===== config.mk =====
export PLATFORM = sky130hd
export DESIGN_NAME = fll_window_ctrl
export DESIGN_NICKNAME = d
export VERILOG_FILES = /design/src/rtl/fll_window_ctrl.sv
export SDC_FILE = /design/constraint.sdc
export NUM_CORES = 1
export LEC_CHECK = 0
export CAP_MARGIN = 20
export CORE_MARGIN = 5
export CORE_UTILIZATION = 58
export DETAILED_ROUTE_END_ITERATION = 10
export PLACE_DENSITY_LB_ADDON = 0.05
export SLEW_MARGIN = 5
export SYNTH_ARGS = -nofsm -noshare
export SYNTH_HDL_FRONTEND = slang
export SYNTH_SLANG_ARGS = --single-unit

===== constraint.sdc =====
create_clock -name WB_CLK -period 5.5 [get_ports WB_CLK]
set_clock_uncertainty 0.15 [all_clocks]
set_input_delay 1.1 -clock WB_CLK [delete_from_list [all_inputs] [get_ports WB_CLK]]
set_output_delay 1.1 -clock WB_CLK [all_outputs]
set_load 0.05 [all_outputs]

===== src/rtl/fll_window_ctrl.sv =====
`default_nettype none
// ============================================================================
// Module   : fll_window_ctrl
// Purpose  : FLL measurement-window sequencer. Counts local edges per N master
//            edges and raises sticky speedup/slowdown interrupts with lock
//            detection, clear handshake and post-correction holdoff.
// Revision : 1.0
// ============================================================================
module fll_window_ctrl #(
  parameter int CNT_W    = 16,
  parameter int LOCK_CNT = 4
) (
  input  logic             WB_CLK,
  input  logic             WB_RST,
  input  logic             enable_i,
  input  logic [CNT_W-1:0] window_len_i,
  input  logic [7:0]       deadband_i,
  input  logic [CNT_W-1:0] holdoff_i,
  input  logic             master_edge_i,
  input  logic             local_edge_i,
  input  logic             int_clr_i,
  output logic             Interrupt_speedup_o,
  output logic             Interrupt_slowdown_o,
  output logic [CNT_W:0]   err_o,
  output logic             err_valid_o,
  output logic             locked_o,
  output logic [2:0]       state_o
);

  localparam int c_LK_W = $clog2(LOCK_CNT + 1);
  localparam logic [CNT_W-1:0]  c_ONE  = CNT_W'(1);
  localparam logic [c_LK_W-1:0] c_LOCK = c_LK_W'(LOCK_CNT);

  typedef enum logic [2:0] {
    S_IDLE     = 3'd0,
    S_MEASURE  = 3'd1,
    S_EVAL     = 3'd2,
    S_WAIT_CLR = 3'd3,
    S_HOLDOFF  = 3'd4
  } state_t;

  state_t             r_state;
  state_t             w_next;
  logic [CNT_W-1:0]   r_m_cnt;
  logic [CNT_W-1:0]   r_l_cnt;
  logic [CNT_W-1:0]   r_ho_cnt;
  logic [CNT_W-1:0]   r_sh_len;
  logic [CNT_W-1:0]   r_sh_ho;
  logic [7:0]         r_sh_db;
  logic [CNT_W:0]     r_err;
  logic               r_err_valid;
  logic               r_slow;
  logic               r_speed;
  logic [c_LK_W-1:0]  r_lock_cnt;

  logic [CNT_W-1:0]   w_len_eff;
  logic [CNT_W-1:0]   w_len_m1;
  logic [CNT_W-1:0]   w_l_inc;
  logic [CNT_W-1:0]   w_l_final;
  logic               w_close;
  logic [CNT_W:0]     w_err;
  logic [CNT_W:0]     w_db;
  logic [CNT_W:0]     w_neg_db;
  logic               w_over;
  logic               w_under;
  logic               w_enter_meas;

  // A zero window length is treated as a one-edge window.
  assign w_len_eff = (r_sh_len == '0) ? c_ONE : r_sh_len;
  assign w_len_m1  = w_len_eff - c_ONE;
  assign w_l_inc   = (r_l_cnt == '1) ? r_l_cnt : (r_l_cnt + c_ONE);
  assign w_l_final = local_edge_i ? w_l_inc : r_l_cnt;
  assign w_close   = (r_state == S_MEASURE) && master_edge_i && (r_m_cnt == w_len_m1);
  assign w_err     = {1'b0, w_l_final} - {1'b0, w_len_eff};

  assign w_db      = {{(CNT_W + 1 - 8){1'b0}}, r_sh_db};
  assign w_neg_db  = -w_db;
  assign w_over    = $signed(r_err) > $signed(w_db);
  assign w_under   = $signed(r_err) < $signed(w_neg_db);

  always_comb begin
    w_next = r_state;
    if (!enable_i) begin
      w_next = S_IDLE;
    end else begin
      case (r_state)
        S_IDLE:     w_next = S_MEASURE;
        S_MEASURE:  if (w_close) w_next = S_EVAL;
        S_EVAL:     w_next = (w_over || w_under) ? S_WAIT_CLR : S_MEASURE;
        S_WAIT_CLR: if (int_clr_i) w_next = S_HOLDOFF;
        S_HOLDOFF:  if (r_ho_cnt == r_sh_ho) w_next = S_MEASURE;
        default:    w_next = S_IDLE;
      endcase
    end
  end

  assign w_enter_meas = (w_next == S_MEASURE) && (r_state != S_MEASURE);

  always_ff @(posedge WB_CLK) begin
    if (WB_RST) begin
      r_state     <= S_IDLE;
      r_m_cnt     <= '0;
      r_l_cnt     <= '0;
      r_ho_cnt    <= '0;
      r_sh_len    <= '0;
      r_sh_ho     <= '0;
      r_sh_db     <= '0;
      r_err       <= '0;
      r_err_valid <= 1'b0;
      r_slow      <= 1'b0;
      r_speed     <= 1'b0;
      r_lock_cnt  <= '0;
    end else begin
      r_state     <= w_next;
      r_err_valid <= 1'b0;
      if (!enable_i) begin
        r_slow     <= 1'b0;
        r_speed    <= 1'b0;
        r_lock_cnt <= '0;
        r_m_cnt    <= '0;
        r_l_cnt    <= '0;
      end else begin
        case (r_state)
          S_MEASURE: begin
            if (w_close) begin
              r_err       <= w_err;
              r_err_valid <= 1'b1;
            end else begin
              if (master_edge_i) r_m_cnt <= r_m_cnt + c_ONE;
              if (local_edge_i)  r_l_cnt <= w_l_inc;
            end
          end
          S_EVAL: begin
            if (w_over) begin
              r_slow     <= 1'b1;
              r_lock_cnt <= '0;
            end else if (w_under) begin
              r_speed    <= 1'b1;
              r_lock_cnt <= '0;
            end else if (r_lock_cnt != c_LOCK) begin
              r_lock_cnt <= r_lock_cnt + c_LK_W'(1);
            end
          end
          S_WAIT_CLR: begin
            if (int_clr_i) begin
              r_slow   <= 1'b0;
              r_speed  <= 1'b0;
              r_ho_cnt <= '0;
            end
          end
          S_HOLDOFF: r_ho_cnt <= r_ho_cnt + c_ONE;
          default: ;
        endcase
        // Configuration is frozen for the whole window it applies to.
        if (w_enter_meas) begin
          r_sh_len <= window_len_i;
          r_sh_db  <= deadband_i;
          r_sh_ho  <= holdoff_i;
          r_m_cnt  <= '0;
          r_l_cnt  <= '0;
        end
      end
    end
  end

  assign Interrupt_speedup_o  = r_speed;
  assign Interrupt_slowdown_o = r_slow;
  assign err_o                = r_err;
  assign err_valid_o          = r_err_valid;
  assign locked_o             = (r_lock_cnt == c_LOCK);
  assign state_o              = r_state;

endmodule
`default_nettype wire


==> metrics.md <==
| Metric | Value |
|---|---|
| Crit. path cell count | `11` |
| VDD IR max | `255 uV` |
| Clock-pin slew on the worst setup and hold paths | `0.06 ns` |
| Crit-path leading delay family | `simple AND/OR/NAND/NOR gates` |
| Syn nets | `1033` |
| Core area | `12700 um2` |
| Number of global-route vias before repair | `6754` |
| I/O Buffers | `69` |
| Initial antenna violation count | `0` |
| Routed WL per cell | `16.9 um` |
| Clock Tree Root | `clkbuf_16` |
| Syn_area_per_cell | `8.03 um2` |
| All-layer global routing usage | `26.4%` |
| R2r endpoint | `err_o[16]$_SDFFE_PP0P_` |
| Setup CP Type | `flop to flop` |
| Max-slew violations | `0` |
| GP Congestion | `0.986` |
| Top cells by area, synth | `dfxtp_1 (30%), ha_1 (8.0%), a21oi_1 (6.8%)` |
| Die Footprint | `15400 um2` |
| Fin. Hold Viols | `0` |
| CTS tree | `done` |
| Setup Viol. Count Final | `0` |
| Ys flop type | `dfxtp_1` |
| Die Wd | `124 um` |
| Hold Buf Count CTS | `0` |
| Max Clk Rate | `0.208 GHz` |
| Critical path's most frequent cell | `nor3_1` |
| Fill cells | `1077` |
| Slowest CP cell | `or3_1` |
| Cells after Synth | `938` |
| Total iterations of the first detailed-routing run | `5` |
| Cts bufs inserted | `17` |
| Total negative slack | `0 ns` |
| Remaining antenna violation count after routing | `0` |
| Seq/Total Area, Yosys | `30.3%` |
| Slew HR | `28.9%` |
| Synthesized flop and latch total | `114` |
| Max-cap violations | `0` |
| Top-area cell type share of the netlist area | `30.3%` |
| CTS Sinks | `114` |
| Arr. time, crit path | `4.93 ns` |
| EDFF count, synth | `0` |
| CP endpoint | `err_o[16]$_SDFFE_PP0P_` |
| Initial DRC count | `589` |
| WP buf/inv | `0` |
| Share of cells above drive strength 1 | `9.94%` |
| RSZ-0062 raised after global routing | `no` |
| Fin area | `8870 um2` |
| Via density | `6.10` |
| Async set-reset flop share out of synthesis | `0%` |
| Die Height | `124 um` |
| Post-cts gate resize count | `0` |
| Distinct cells, synth | `67` |
| Gr ovfl total | `0` |
| Nets | `1078` |
| Critical Path End Type | `flop` |
| Postcts setup bufs | `0` |
| Largest net degree at the start of global routing | `82` |
| Yosys warns | `0` |
| Area Overhead vs Synth | `17.7%` |
| Leading area contributor after synthesis | `dfxtp_1` |
| Max clock buf depth | `2` |
| Leak | `0.00337 uW` |
| Cell area after synthesis | `7540 um2` |
| Antenna diode count | `0` |
| CP Max Fanout | `18` |
| Measured slew at the worst slew-check pin | `1.06 ns` |
| Hold slack final | `0.333 ns` |
| Via count | `7121` |
| Final wirelength | `19800 um` |
| Worst Path Required | `5.63 ns` |
| Critical Path Start Type | `flop` |
| Cell Rows | `41` |
| Period Utilization, post-route | `87.2%` |
| Placed cell areas | `8280 um2` |
| R2R Setup Slk | `0.70 ns` |
| WHS Path Cells | `2` |
| Remaining DRCs | `0` |
| Min setup slack post-route | `0.704 ns` |
| Clock H-tree levels | `4` |
| Pre-CTS setup slack | `0.806 ns` |
| Max stage delay on crit path | `0.70 ns` |
| Worst-Skew Late Latency | `0.42 ns` |
| Boundary Pins | `70` |
| Worst Setup SP | `r_sh_len[4]$_SDFFE_PP0P_` |
| Pwr dens | `261 nW/um2` |
| Reg2reg start | `r_sh_len[4]$_SDFFE_PP0P_` |
| FF-to-FF path depth | `11` |
| Hold WC Path Type | `flop to flop` |
| Tmin final | `4.80 ns` |
| DP HPWL | `15000 um` |
| Initial core utilization | `59.5%` |
| Cell chain of the critical path | `nor4_4, a41oi_1, ha_1, or3b_2, nor3_1, mux2_2, o21ai_0, or4b_1, or3_1, a211oi_2, nor3_1` |
| Status | `finished clean` |
| First-pass GRT wire length | `32000 um` |
synthesized netlist by cell type, types with 5 or more instances:
cell type	n
a21oi_1	102
nand2b_1	7
dfxtp_1	114
mux2i_1	11
nor3_1	19
xor2_1	39
or3_1	21
ha_1	48
nand2_1	67
and3_1	14
nor4_1	12
a21o_1	8
or3b_2	42
xnor2_1	31
clkbuf_1	36
o211ai_1	5
and4_1	6
inv_1	44
nor3b_1	5
o31ai_1	13
a31oi_1	5
and2_1	6
nor2b_1	12
or4_1	17
buf_2	9
nand4_1	19
nor2_1	58
o21ai_0	77
nand3_1	27
layer usage:
metal / vias to the layer above / GRT usage [%] / part of all wire, %
li1: 3495 / - / -
met4: 0 / 12.3 / 3.4
met2: 204 / 43.2 / 47
met1: 3369 / 33.2 / 44
met3: 53 / 5.77 / 5.4
met5: - / 0 / 0
sequential cells by signal, summed over array words and instances (netlist names), 3 cells and up:
register,count
err_o,17
state_o,3
r_sh_ho,16
r_sh_db,8
r_lock_cnt,3
r_sh_len,16
r_m_cnt,16
r_ho_cnt,16
r_l_cnt,16
area by class of cell:
type / instances / area (um2) / area share (%)
clock inverters: 12 / 131 / 1.48
clock buffers: 20 / 457 / 5.15
flip-flops and latches: 114 / 2280 / 25.7
multi-input cells: 730 / 4880 / 55.0
repair buffers: 76 / 738 / 8.32
well taps: 172 / 215 / 2.43
inverters: 44 / 165 / 1.86
worst register-to-register path, cell delays in order, from the launching register on:
cell and delay (ns):
dfxtp_1 0.54, nor4_4 0.13, a41oi_1 0.37, ha_1 0.31, or3b_2 0.52, nor3_1 0.27, mux2_2 0.37, o21ai_0 0.28
or4b_1 0.65, or3_1 0.70, a211oi_2 0.30, nor3_1 0.07
per-stage QoR:
step,utilization (%),instances,total power (uW)
floorplan,-,938,1130
global placement,65.4,1136,1220
detailed placement,65.4,1136,1230
CTS,70.0,1168,2320
global route,70.0,1168,2410
finish,70.0,1168,2310
power by group:
part | internal (uW) | switching, uW | total (uW)
clock network | 690 | 401 | 1090
logic | 159 | 192 | 352
registers | 844 | 25.3 | 870
total | 1690 | 619 | 2310
cell usage in the layout (no fill, tap or decap), types with 6 or more instances in the layout:
| master | n |
|---|---|
| nand2b_1 | 7 |
| and3_1 | 14 |
| or3_1 | 21 |
| nor2b_1 | 12 |
| xnor2_1 | 31 |
| and2_1 | 6 |
| nor3_1 | 19 |
| and4_1 | 6 |
| or4_1 | 17 |
| ha_1 | 48 |
| nand3_1 | 27 |
| nor4_1 | 12 |
| a21oi_1 | 101 |
| nand2_1 | 67 |
| mux2i_1 | 11 |
| nand4_1 | 19 |
| clkdlybuf4s50_1 | 68 |
| buf_4 | 7 |
| inv_1 | 44 |
| xor2_1 | 39 |
| a21o_1 | 8 |
| nor2_1 | 58 |
| clkbuf_16 | 17 |
| or3b_2 | 42 |
| dfxtp_1 | 114 |
| o31ai_1 | 13 |
| o21ai_0 | 77 |
cell families (layout without fill, tap and decap cells):
| kind of cell | after synthesis | after routing | share of synthesized area [%] |
|---|---|---|---|
| AND/OR/NAND/NOR | 347 | 347 | 26.9 |
| AO/OA/AOI/OAI | 251 | 251 | 19.5 |
| flip-flops | 114 | 114 | 30.3 |
| buffers and inverters | 94 | 152 | 5.13 |
| XOR/XNOR | 70 | 70 | 8.14 |
| adder cells (fa/ha/maj) | 49 | 49 | 8.24 |
| multiplexers | 13 | 13 | 1.76 |
worst min-delay path by stage:
stage	from	end	slack, ns
2_1_floorplan	r_sh_db[6]$_SDFFE_PP0P_	r_sh_db[6]$_SDFFE_PP0P_	0.30
3_3_place_gp	r_sh_ho[8]$_SDFFE_PP0P_	r_sh_ho[8]$_SDFFE_PP0P_	0.33
3_5_place_dp	r_sh_ho[10]$_SDFFE_PP0P_	r_sh_ho[10]$_SDFFE_PP0P_	0.33
4_1_cts	r_sh_ho[10]$_SDFFE_PP0P_	r_sh_ho[10]$_SDFFE_PP0P_	0.34
5_1_grt	err_o[9]$_SDFFE_PP0P_	err_o[9]$_SDFFE_PP0P_	0.37
6_report	r_sh_ho[10]$_SDFFE_PP0P_	r_sh_ho[10]$_SDFFE_PP0P_	0.33
No activity file was read; power rests on OpenSTA's default activity.
